**src/rtl/hazard_scoreboard_if.sv**
```systemverilog
// Bundle of ID/EX/MEM pipeline inputs and scoreboard status outputs for the
// load-use hazard scoreboard. The pipeline side is the master, the scoreboard
// is the slave.
interface hazard_scoreboard_if #(
  parameter int DEPTH = 4,
  parameter int CNT_W = 16
);
  logic                     id_valid;
  logic [31:0]              instr_id;
  logic                     ex_valid;
  logic [31:0]              instr_ex;
  logic                     ex_advance;
  logic                     mem_resp_valid;
  logic                     stall;
  logic                     q_full;
  logic [$clog2(DEPTH):0]   q_count;
  logic [CNT_W-1:0]         stall_count;
  logic                     overflow;

  modport master (
    output id_valid, instr_id, ex_valid, instr_ex, ex_advance, mem_resp_valid,
    input  stall, q_full, q_count, stall_count, overflow
  );

  modport slave (
    input  id_valid, instr_id, ex_valid, instr_ex, ex_advance, mem_resp_valid,
    output stall, q_full, q_count, stall_count, overflow
  );
endinterface

```
**src/rtl/hazard_scoreboard.sv**
```systemverilog
// Load-use hazard scoreboard for an in-order RV32 pipeline. Tracks the
// destination registers of loads in flight (FIFO, oldest at head), compares
// them and the load currently in EX against the sources of the ID
// instruction, and raises a combinational stall. Also counts stall cycles and
// flags any push attempted into a full queue.
module hazard_scoreboard #(
  parameter int DEPTH = 4,
  parameter int CNT_W = 16
) (
  input  logic                clk,
  input  logic                rst,
  hazard_scoreboard_if.slave  bus
);

  localparam int PTR_W = (DEPTH > 1) ? $clog2(DEPTH) : 1;
  localparam int QC_W  = $clog2(DEPTH) + 1;

  localparam logic [6:0] OP_LUI    = 7'b0110111;
  localparam logic [6:0] OP_AUIPC  = 7'b0010111;
  localparam logic [6:0] OP_JAL    = 7'b1101111;
  localparam logic [6:0] OP_JALR   = 7'b1100111;
  localparam logic [6:0] OP_LOAD   = 7'b0000011;
  localparam logic [6:0] OP_OPIMM  = 7'b0010011;
  localparam logic [6:0] OP_STORE  = 7'b0100011;
  localparam logic [6:0] OP_BRANCH = 7'b1100011;
  localparam logic [6:0] OP_OP     = 7'b0110011;

  // Field extraction
  logic [6:0] id_op;
  logic [4:0] id_rs1;
  logic [4:0] id_rs2;
  logic [6:0] ex_op;
  logic [4:0] ex_rd;

  assign id_op  = bus.instr_id[6:0];
  assign id_rs1 = bus.instr_id[19:15];
  assign id_rs2 = bus.instr_id[24:20];
  assign ex_op  = bus.instr_ex[6:0];
  assign ex_rd  = bus.instr_ex[11:7];

  // Immediate/funct bits play no part in hazard detection.
  logic unused_instr_bits;
  assign unused_instr_bits = ^{bus.instr_id[31:25], bus.instr_id[14:7],
                               bus.instr_ex[31:12]};

  // State
  logic [4:0]       entry_q [DEPTH];
  logic [PTR_W-1:0] head_q, head_d;
  logic [PTR_W-1:0] tail_q, tail_d;
  logic [QC_W-1:0]  count_q, count_d;
  logic [CNT_W-1:0] stall_cnt_q, stall_cnt_d;
  logic             overflow_q, overflow_d;

  // Source-use decode of the ID instruction; x0 is never a real dependency
  logic use_rs1, use_rs2;
  logic rs1_used, rs2_used;

  // NOTE: every signal written in always_comb gets a default first, so no
  // path leaves it unassigned and no latch is inferred.
  always_comb begin
    use_rs1 = 1'b0;
    use_rs2 = 1'b0;
    case (id_op)
      OP_JALR, OP_LOAD, OP_OPIMM: use_rs1 = 1'b1;
      OP_STORE, OP_BRANCH, OP_OP: begin
        use_rs1 = 1'b1;
        use_rs2 = 1'b1;
      end
      OP_LUI, OP_AUIPC, OP_JAL: ;
      default: ;
    endcase
  end

  assign rs1_used = use_rs1 && (id_rs1 != 5'd0);
  assign rs2_used = use_rs2 && (id_rs2 != 5'd0);

  // Load currently in EX and its hazard against the ID sources
  logic ex_load_rd;
  logic ex_hit;

  assign ex_load_rd = bus.ex_valid && (ex_op == OP_LOAD) && (ex_rd != 5'd0);
  assign ex_hit     = ex_load_rd &&
                      ((rs1_used && (id_rs1 == ex_rd)) ||
                       (rs2_used && (id_rs2 == ex_rd)));

  // Compare every live queue entry (head included, even while it pops)
  logic             q_hit;
  logic [PTR_W-1:0] slot_off;

  always_comb begin
    q_hit    = 1'b0;
    slot_off = '0;
    for (int i = 0; i < DEPTH; i++) begin
      slot_off = PTR_W'(i) - head_q;
      if (({1'b0, slot_off} < count_q) &&
          ((rs1_used && (entry_q[i] == id_rs1)) ||
           (rs2_used && (entry_q[i] == id_rs2))))
        q_hit = 1'b1;
    end
  end

  // Queue control
  logic full;
  logic struct_hit;
  logic stall;
  logic push_req;
  logic pop;
  logic push_ok;

  assign full       = (count_q == QC_W'(DEPTH));
  assign struct_hit = full && !bus.mem_resp_valid && ex_load_rd;
  assign stall      = (bus.id_valid && (ex_hit || q_hit)) || struct_hit;
  assign push_req   = ex_load_rd && bus.ex_advance;
  assign pop        = bus.mem_resp_valid && (count_q != '0);
  assign push_ok    = push_req && (!full || pop);

  // Next-state for pointers, occupancy, stall counter and overflow flag
  always_comb begin
    head_d      = head_q;
    tail_d      = tail_q;
    count_d     = count_q;
    stall_cnt_d = stall_cnt_q;
    overflow_d  = overflow_q;
    if (pop)
      head_d = head_q + 1'b1;
    if (push_ok)
      tail_d = tail_q + 1'b1;
    case ({push_ok, pop})
      2'b10:   count_d = count_q + 1'b1;
      2'b01:   count_d = count_q - 1'b1;
      default: count_d = count_q;
    endcase
    if (push_req && !push_ok)
      overflow_d = 1'b1;
    if (stall && (stall_cnt_q != '1))
      stall_cnt_d = stall_cnt_q + 1'b1;
  end

  // Control registers, synchronously cleared
  // NOTE: sequential state uses non-blocking assignments so every register
  // samples pre-edge values regardless of statement order.
  always_ff @(posedge clk) begin
    if (rst) begin
      head_q      <= '0;
      tail_q      <= '0;
      count_q     <= '0;
      stall_cnt_q <= '0;
      overflow_q  <= 1'b0;
    end else begin
      head_q      <= head_d;
      tail_q      <= tail_d;
      count_q     <= count_d;
      stall_cnt_q <= stall_cnt_d;
      overflow_q  <= overflow_d;
    end
  end

  // Entry storage written at the tail on an accepted push
  // NOTE: storage is not reset; an entry only counts while it lies inside the
  // head..count window, and clearing count/pointers empties that window.
  always_ff @(posedge clk) begin
    if (!rst && push_ok)
      entry_q[tail_q] <= ex_rd;
  end

  assign bus.stall       = stall;
  assign bus.q_full      = full;
  assign bus.q_count     = count_q;
  assign bus.stall_count = stall_cnt_q;
  assign bus.overflow    = overflow_q;

endmodule

```
**src/flat_wrapper.sv**
```systemverilog
// flat-port wrapper written by rule: the top's interface ports become plain ports
module hazard_scoreboard_flat 
#(
  parameter int DEPTH = 4,
  parameter int CNT_W = 16
)
  (clk, rst, bus_id_valid, bus_instr_id, bus_ex_valid, bus_instr_ex, bus_ex_advance, bus_mem_resp_valid, bus_stall, bus_q_full, bus_q_count, bus_stall_count, bus_overflow);
  hazard_scoreboard_if #(.DEPTH(DEPTH), .CNT_W(CNT_W)) bus_i ();
  input  logic clk;
  input  logic rst;
  input wire logic [$bits(bus_i.id_valid)-1:0] bus_id_valid;
  input wire logic [$bits(bus_i.instr_id)-1:0] bus_instr_id;
  input wire logic [$bits(bus_i.ex_valid)-1:0] bus_ex_valid;
  input wire logic [$bits(bus_i.instr_ex)-1:0] bus_instr_ex;
  input wire logic [$bits(bus_i.ex_advance)-1:0] bus_ex_advance;
  input wire logic [$bits(bus_i.mem_resp_valid)-1:0] bus_mem_resp_valid;
  output wire logic [$bits(bus_i.stall)-1:0] bus_stall;
  output wire logic [$bits(bus_i.q_full)-1:0] bus_q_full;
  output wire logic [$bits(bus_i.q_count)-1:0] bus_q_count;
  output wire logic [$bits(bus_i.stall_count)-1:0] bus_stall_count;
  output wire logic [$bits(bus_i.overflow)-1:0] bus_overflow;
  assign bus_i.id_valid = bus_id_valid;
  assign bus_i.instr_id = bus_instr_id;
  assign bus_i.ex_valid = bus_ex_valid;
  assign bus_i.instr_ex = bus_instr_ex;
  assign bus_i.ex_advance = bus_ex_advance;
  assign bus_i.mem_resp_valid = bus_mem_resp_valid;
  assign bus_stall = bus_i.stall;
  assign bus_q_full = bus_i.q_full;
  assign bus_q_count = bus_i.q_count;
  assign bus_stall_count = bus_i.stall_count;
  assign bus_overflow = bus_i.overflow;
  hazard_scoreboard #(.DEPTH(DEPTH), .CNT_W(CNT_W)) u_core (.clk(clk), .rst(rst), .bus(bus_i));
endmodule
```
**config.mk**
```make
export PLATFORM = sky130hd
export DESIGN_NAME = hazard_scoreboard_flat
export DESIGN_NICKNAME = d
export VERILOG_FILES = /design/src/rtl/hazard_scoreboard_if.sv /design/src/rtl/hazard_scoreboard.sv /design/src/flat_wrapper.sv
export SDC_FILE = /design/constraint.sdc
export NUM_CORES = 1
export LEC_CHECK = 0
export ABC_AREA = 1
export ABC_CLOCK_PERIOD_IN_PS = 6100
export CAP_MARGIN = 20
export CORE_UTILIZATION = 52
export DETAILED_ROUTE_END_ITERATION = 8
export MAX_ROUTING_LAYER = met4
export PLACE_DENSITY = 0.87
export SKIP_LAST_GASP = 1
export SYNTH_ARGS = -nofsm -noshare
export SYNTH_HDL_FRONTEND = slang
export SYNTH_SLANG_ARGS = --single-unit
```
**constraint.sdc**
```tcl
create_clock -name clk -period 6.1 [get_ports clk]
set_clock_uncertainty 0.05 [all_clocks]
set_input_delay 1.22 -clock clk [delete_from_list [all_inputs] [get_ports clk]]
set_output_delay 1.22 -clock clk [all_outputs]
set_load 0.005 [all_outputs]
```
# Word level (Yosys, flattened, before mapping)
# Memory sizes are Yosys's and may differ from the RTL's.
# Index checks and enable logic that the tools add are counted.
# word_totals
reg_bits,24
mem_bits_rw,20
inputBits,70
out_inout_bits,22
elab_cells,96
mem_count,1
# memory_table
name,depth,word_bits,read_ports,rd_ports_with_merged_regs,write_ports,line_no,text
u_core.entry_q,4,5,4,0,1,hazard_scoreboard.sv:47,logic [4:0] entry_q [DEPTH];
# op_classes
n_addsub,9
magnitude_cmp,4
eq_ne,21
n_mux,9
n_reduce_logical,47
# ops
operator,n
5-bit equality test,10
1-bit logical AND,28
16-bit by 1-bit adder with 16-bit output (second input constant),1
16-bit != test (second input constant),1
5-bit nonzero test,3
7-bit by 2-bit equality test with 1-bit output (second input constant),2
7-bit by 6-bit equality test with 1-bit output (second input constant),2
7-bit equality test (second input constant),2
2-bit by 3-bit less-than comparator with 1-bit output,4
1-bit logical OR,8
1-bit two-way mux,8
7-bit by 5-bit equality test with 1-bit output (second input constant),1
3-bit one-hot mux with 2 select lines,1
6-bit OR reduction,1
2-bit by 1-bit adder with 2-bit output (second input constant),2
1-bit logical NOT,4
1-bit by 2-bit subtractor with 2-bit output (first input constant),2
2-bit subtractor (first input constant),2
3-bit by 1-bit adder with 3-bit output (second input constant),1
3-bit equality test (second input constant),1
3-bit nonzero test,1
3-bit OR reduction,1
3-bit by 1-bit subtractor with 3-bit output (second input constant),1
2-bit by 1-bit equality test with 1-bit output (second input constant),1
other kinds (2),2

# Longest topological paths before layout
# depth
word_depth,15
mapped_depth,19
ltp_nobuf,17

# Worst setup path before layout
# No wires, ideal clock.
# synth_path
kind,input to output
from,input bus_instr_id[21]
to,output bus_stall
arrival_time_ps,2387
t_required_ps,4830
setup_slack_ps,2443
stages,15
n_path_buf,3
cell_sequence,buf_2 > nor2_1 > nand2_1 > nor2_2 > nor2_4 > nand3_1 > nand2_1 > nand2_1 > nand2_1 > nor2_1 > nand2_1 > nand2_1 > nand2_2 > buf_6 > buf_8
# synth_between
elab_chain_cells,12
word_cells_on_any_way,29
classes_between,eq/ne: 5; mux: 4; reduce/logical: 20
# synth_lines
item,line_no,text
from (decl),flat_wrapper.sv:12,input wire logic [$bits(bus_i.instr_id)-1:0] bus_instr_id;
5-bit nonzero test,hazard_scoreboard.sv:75,assign rs2_used = use_rs2 && (id_rs2 != 5'd0);
1-bit logical AND,hazard_scoreboard.sv:75,
1-bit logical AND,hazard_scoreboard.sv:97,(rs2_used && (entry_q[i] == id_rs2))))
1-bit logical OR,hazard_scoreboard.sv:96,((rs1_used && (entry_q[i] == id_rs1)) ||
1-bit logical AND,hazard_scoreboard.sv:95,"if (({1'b0, slot_off} < count_q) &&"
1-bit two-way mux (4 in a row),hazard_scoreboard.sv:95,
1-bit logical OR (*),hazard_scoreboard.sv:112,assign stall = (bus.id_valid && (ex_hit || q_hit)) || struct_hit;
1-bit logical AND (*),hazard_scoreboard.sv:112,
1-bit logical OR (*),hazard_scoreboard.sv:112,
to (decl),flat_wrapper.sv:17,output wire logic [$bits(bus_i.stall)-1:0] bus_stall;
# Every way passes the cells marked *; elsewhere a longest branch is shown, timed or not.

# Worst setup path in the final report
# layout_path
from,input bus_instr_id[18]
to,output bus_stall
# layout_between
elab_chain_cells,12
word_cells_on_any_way,29
classes_between,eq/ne: 5; mux: 4; reduce/logical: 20
# layout_lines
item,line_no,text
5-bit nonzero test,hazard_scoreboard.sv:74,assign rs1_used = use_rs1 && (id_rs1 != 5'd0);
1-bit logical AND,hazard_scoreboard.sv:74,
1-bit logical AND,hazard_scoreboard.sv:96,
1-bit logical OR,hazard_scoreboard.sv:96,
1-bit logical AND,hazard_scoreboard.sv:95,
1-bit two-way mux (4 in a row),hazard_scoreboard.sv:95,
1-bit logical OR (*),hazard_scoreboard.sv:112,
1-bit logical AND (*),hazard_scoreboard.sv:112,
1-bit logical OR (*),hazard_scoreboard.sv:112,
# Marked as above.

==> key figures <==
Status
  – Status: completed

Placed design
  – Setup WS pre-CTS: between 0.9 and 1 ns
  – Routability congestion estimate: approximately 0.94
  – Placed insts: 534
  – DP HPWL: ~5300 um
  – IO buf count: 56

Power
  – Psw: 168 uW
  – VDD IR max: 102 uV
  – Design Power: 618 uW
  – Comb power frac: 0.200
  – Reg power frac: 0.518
  – Cell Pwr Density: between 150 and 200 nW/um2
  – Pint: 449 uW
  – Clk pwr share: 0.282
  – Switch share: 0.273
  – Leakage: about 1.4 nW

Routing
  – Starting DRT DRC Count: about 170
  – Vias: around 2800
  – Met3 routed WL: ~520 um
  – Highest routed layer: met4
  – Final wirelength: between 7000 and 8000 um
  – Vias per Instance: 5.24
  – DRC viols: 0
  – Routed WL per cell: between 10 and 15 um
  – Routed met2 length: between 3000 and 4000 um
  – DRT Pass-1 Iters: 5
  – Wire length on met1: 3000 um
  – Remaining antenna violation count: 0

Clock network
  – CTS tree: yes
  – Max clock buf depth: 2
  – Hold_buf cts: 0
  – CTS HTree Levels: 2
  – Root Buffer: clkbuf_8
  – Post-CTS Setup Repair Bufs: 0
  – PostCTS Resize Cnt: 0
  – Clock latency on the worst-skew pair: ~0.30 ns
  – Clock transition at the registers of the reported paths: ~0.08 ns
  – Clock buffer count from CTS: 5
  – Clock Sinks: 44

Finish
  – Layout cell share with drive strength beyond 1: 0.0681
  – Layout Cells excl Fill: 542
  – Area growth, synth to finish: 19.4%
  – Fillers: 450
  – Number of antenna diodes: 0
  – NumNets Final: between 500 and 600

STA
  – Fin. Hold Viols: 0
  – Setup TNS: 0 ns
  – Fin crit share: 0.845
  – Max frequency: just under 0.2 GHz
  – Worst relative slew slack: 0.512
  – Measured slew at the worst slew-check pin: approximately 0.73 ns
  – Max-slew violations: 0
  – Final setup margin: ~0.95 ns
  – Minimum clock period: ~5 ns
  – Setup Viol. Count Final: 0
  – Unrepaired setup endpoints after global routing: no

Run
  – Max-cap viol count: 0

Die
  – Die H: roughly 79 um
  – Initial Util: 0.553
  – Core box area: 5640 um2
  – Die area: roughly 6300 um2
  – Ports: 92
  – Die extent in x: 79.5 um
  – Row cnt: 27

Yosys
  – Register bit count reported by yosys: 44
  – Synthesized Nets: between 500 and 600
  – Synth Instances: 422
  – Mapped Area: 3120 um2
  – Top_reg_cell synth: dfxtp_1
  – Yosys warns: 0
  – Synth cell types: 32
  – Sequential-to-total area share from yosys stat: 0.347
  – Avg Inst Size Synth: around 7.4 um2
  – Post-synth EDFFs: 20
  – Ys async rst share: 0

Setup path
  – Critical path data required time: a little under 5 ns
  – Crit start category: input port
  – Crit. End Element: output port
  – Crit-path max FO: 20
  – Crit path kind: input port to output port
  – Critical path arrival: a little under 4 ns

Global routing
  – Global-route wire length before repair: between 10000 and 15000 um
  – Remaining global-route overflow: 0
  – GRT Util Overall: 0.246
  – Pin count of the biggest net entering global routing: 21
  – Initial antenna violation count: 0
  – Vias in the first global route: about 2700

Worst hold path
  – HP Class: flip-flop to flip-flop
[final timing paths]
path | depth (start not counted) | start | slack [ns] | to
worst max-delay path | 14 | bus_instr_id[18] | 0.95 | bus_stall
worst min-delay path | 2 | u_core.bus.overflow$_SDFFE_PP0P_ | 0.42 | u_core.bus.overflow$_SDFFE_PP0P_
worst max register to register | 9 | u_core.bus.stall_count[0]$_SDFFE_PP0P_ | 3.41 | u_core.bus.stall_count[15]$_SDFFE_PP0P_
worst min register to register | 2 | u_core.bus.overflow$_SDFFE_PP0P_ | 0.42 | u_core.bus.overflow$_SDFFE_PP0P_
[cells in the mapped netlist, types with 2 or more instances]
| cell type | n | share of area |
|---|---|---|
| nand2_1 | 116 | 0.14 |
| or2_1 | 2 | 0.0040 |
| nand3_2 | 7 | 0.022 |
| a21oi_2 | 8 | 0.022 |
| clkbuf_1 | 2 | 0.0024 |
| nand3_1 | 29 | 0.047 |
| nor2_1 | 40 | 0.048 |
| inv_1 | 45 | 0.054 |
| nand2_2 | 2 | 0.0040 |
| nand4_1 | 3 | 0.0060 |
| nor3_1 | 5 | 0.0080 |
| edfxtp_1 | 20 | 0.19 |
| xor2_1 | 13 | 0.037 |
| buf_4 | 6 | 0.014 |
| buf_6 | 4 | 0.014 |
| a21oi_1 | 25 | 0.040 |
| xnor2_1 | 32 | 0.090 |
| inv_2 | 3 | 0.0036 |
| o21ai_0 | 12 | 0.019 |
| ha_1 | 10 | 0.040 |
| nor2_2 | 2 | 0.0040 |
| dfxtp_1 | 24 | 0.15 |
| buf_2 | 3 | 0.0048 |
[through the flow]
stage,utilization,cell area [um2],hold slack [ns]
after CTS,0.660,3720,0.431
after floorplan,-,3120,0.397
final,0.660,3720,0.419
after detailed placement,0.646,3640,0.420
after global routing,0.660,3720,0.446
after global placement,0.646,3640,0.390
[registers in the layout, summed over array words and instances, names as in the netlist]
register / flops
u_core.entry_q: 20
u_core.bus.overflow: 1
u_core.bus.q_count: 3
u_core.bus.stall_count: 16
u_core.head_q: 2
u_core.tail_q: 2
[per-layer routing]
| metal | vias to the layer above | GRT usage |
|---|---|---|
| met5 | - | - |
| met4 | 0 | 0.107 |
| met3 | 27 | 0.0503 |
| met2 | 115 | 0.414 |
| met1 | 1269 | 0.284 |
| li1 | 1427 | - |
[cells by family (layout without fill, tap and decap cells)]
family,count (synthesis),count (layout),share of synthesized area
and+or+nand+nor,212,212,0.298
DFF,44,44,0.347
AOI/OAI and AO/OA,46,46,0.0838
buffers and inverters,64,112,0.0987
xor gates and xnor gates,45,45,0.126
adders and majority gates,11,11,0.0465
[worst max-delay path, stage by stage]
cell and delay (ns):
clkdlybuf4s50_1 0.72, inv_1 0.11, nand3_1 0.11, nor2_1 0.05, nor2_2 0.23, nand3_1 0.11
nand2_1 0.11, nand2_1 0.05, nand2_1 0.05, inv_1 0.03, nand2_1 0.05, nand2_1 0.06
nand2_2 0.36, clkdlybuf4s50_1 0.60
[final cells by class]
type / count / area, um2 / area share
multi-input combinational: 314 / 1730 / 0.465
sequential: 44 / 1080 / 0.290
timing repair buffer: 56 / 561 / 0.150
inverter: 48 / 180 / 0.0484
tap: 72 / 90.1 / 0.0242
clock buffer: 5 / 68.8 / 0.0185
clock inverter: 3 / 13.8 / 0.00369
[cell usage in the layout (no fill, tap or decap), types with 2 or more instances in the layout]
cell type,n
ha_1,10
nor2_1,40
inv_2,3
xnor2_1,32
nor2_2,2
edfxtp_1,20
nand3_2,7
clkinv_2,2
clkbuf_8,5
nand2_1,116
dfxtp_1,24
clkdlybuf4s50_1,56
nand3_1,29
a21oi_2,8
nand2_2,2
or2_1,2
a21oi_1,25
nor3_1,5
nand4_1,3
o21ai_0,12
inv_1,45
xor2_1,13
[power by group through the flow]
stage               Clock [mW]  Sequential, mW  Combinational (mW)
floorplan                    0           0.325              0.0782
global placement             0           0.326               0.118
detailed placement           0           0.327               0.123
CTS                      0.178           0.320               0.124
global route             0.193           0.320               0.139
finish                   0.174           0.320               0.124
No activity file was read; power rests on OpenSTA's default activity.
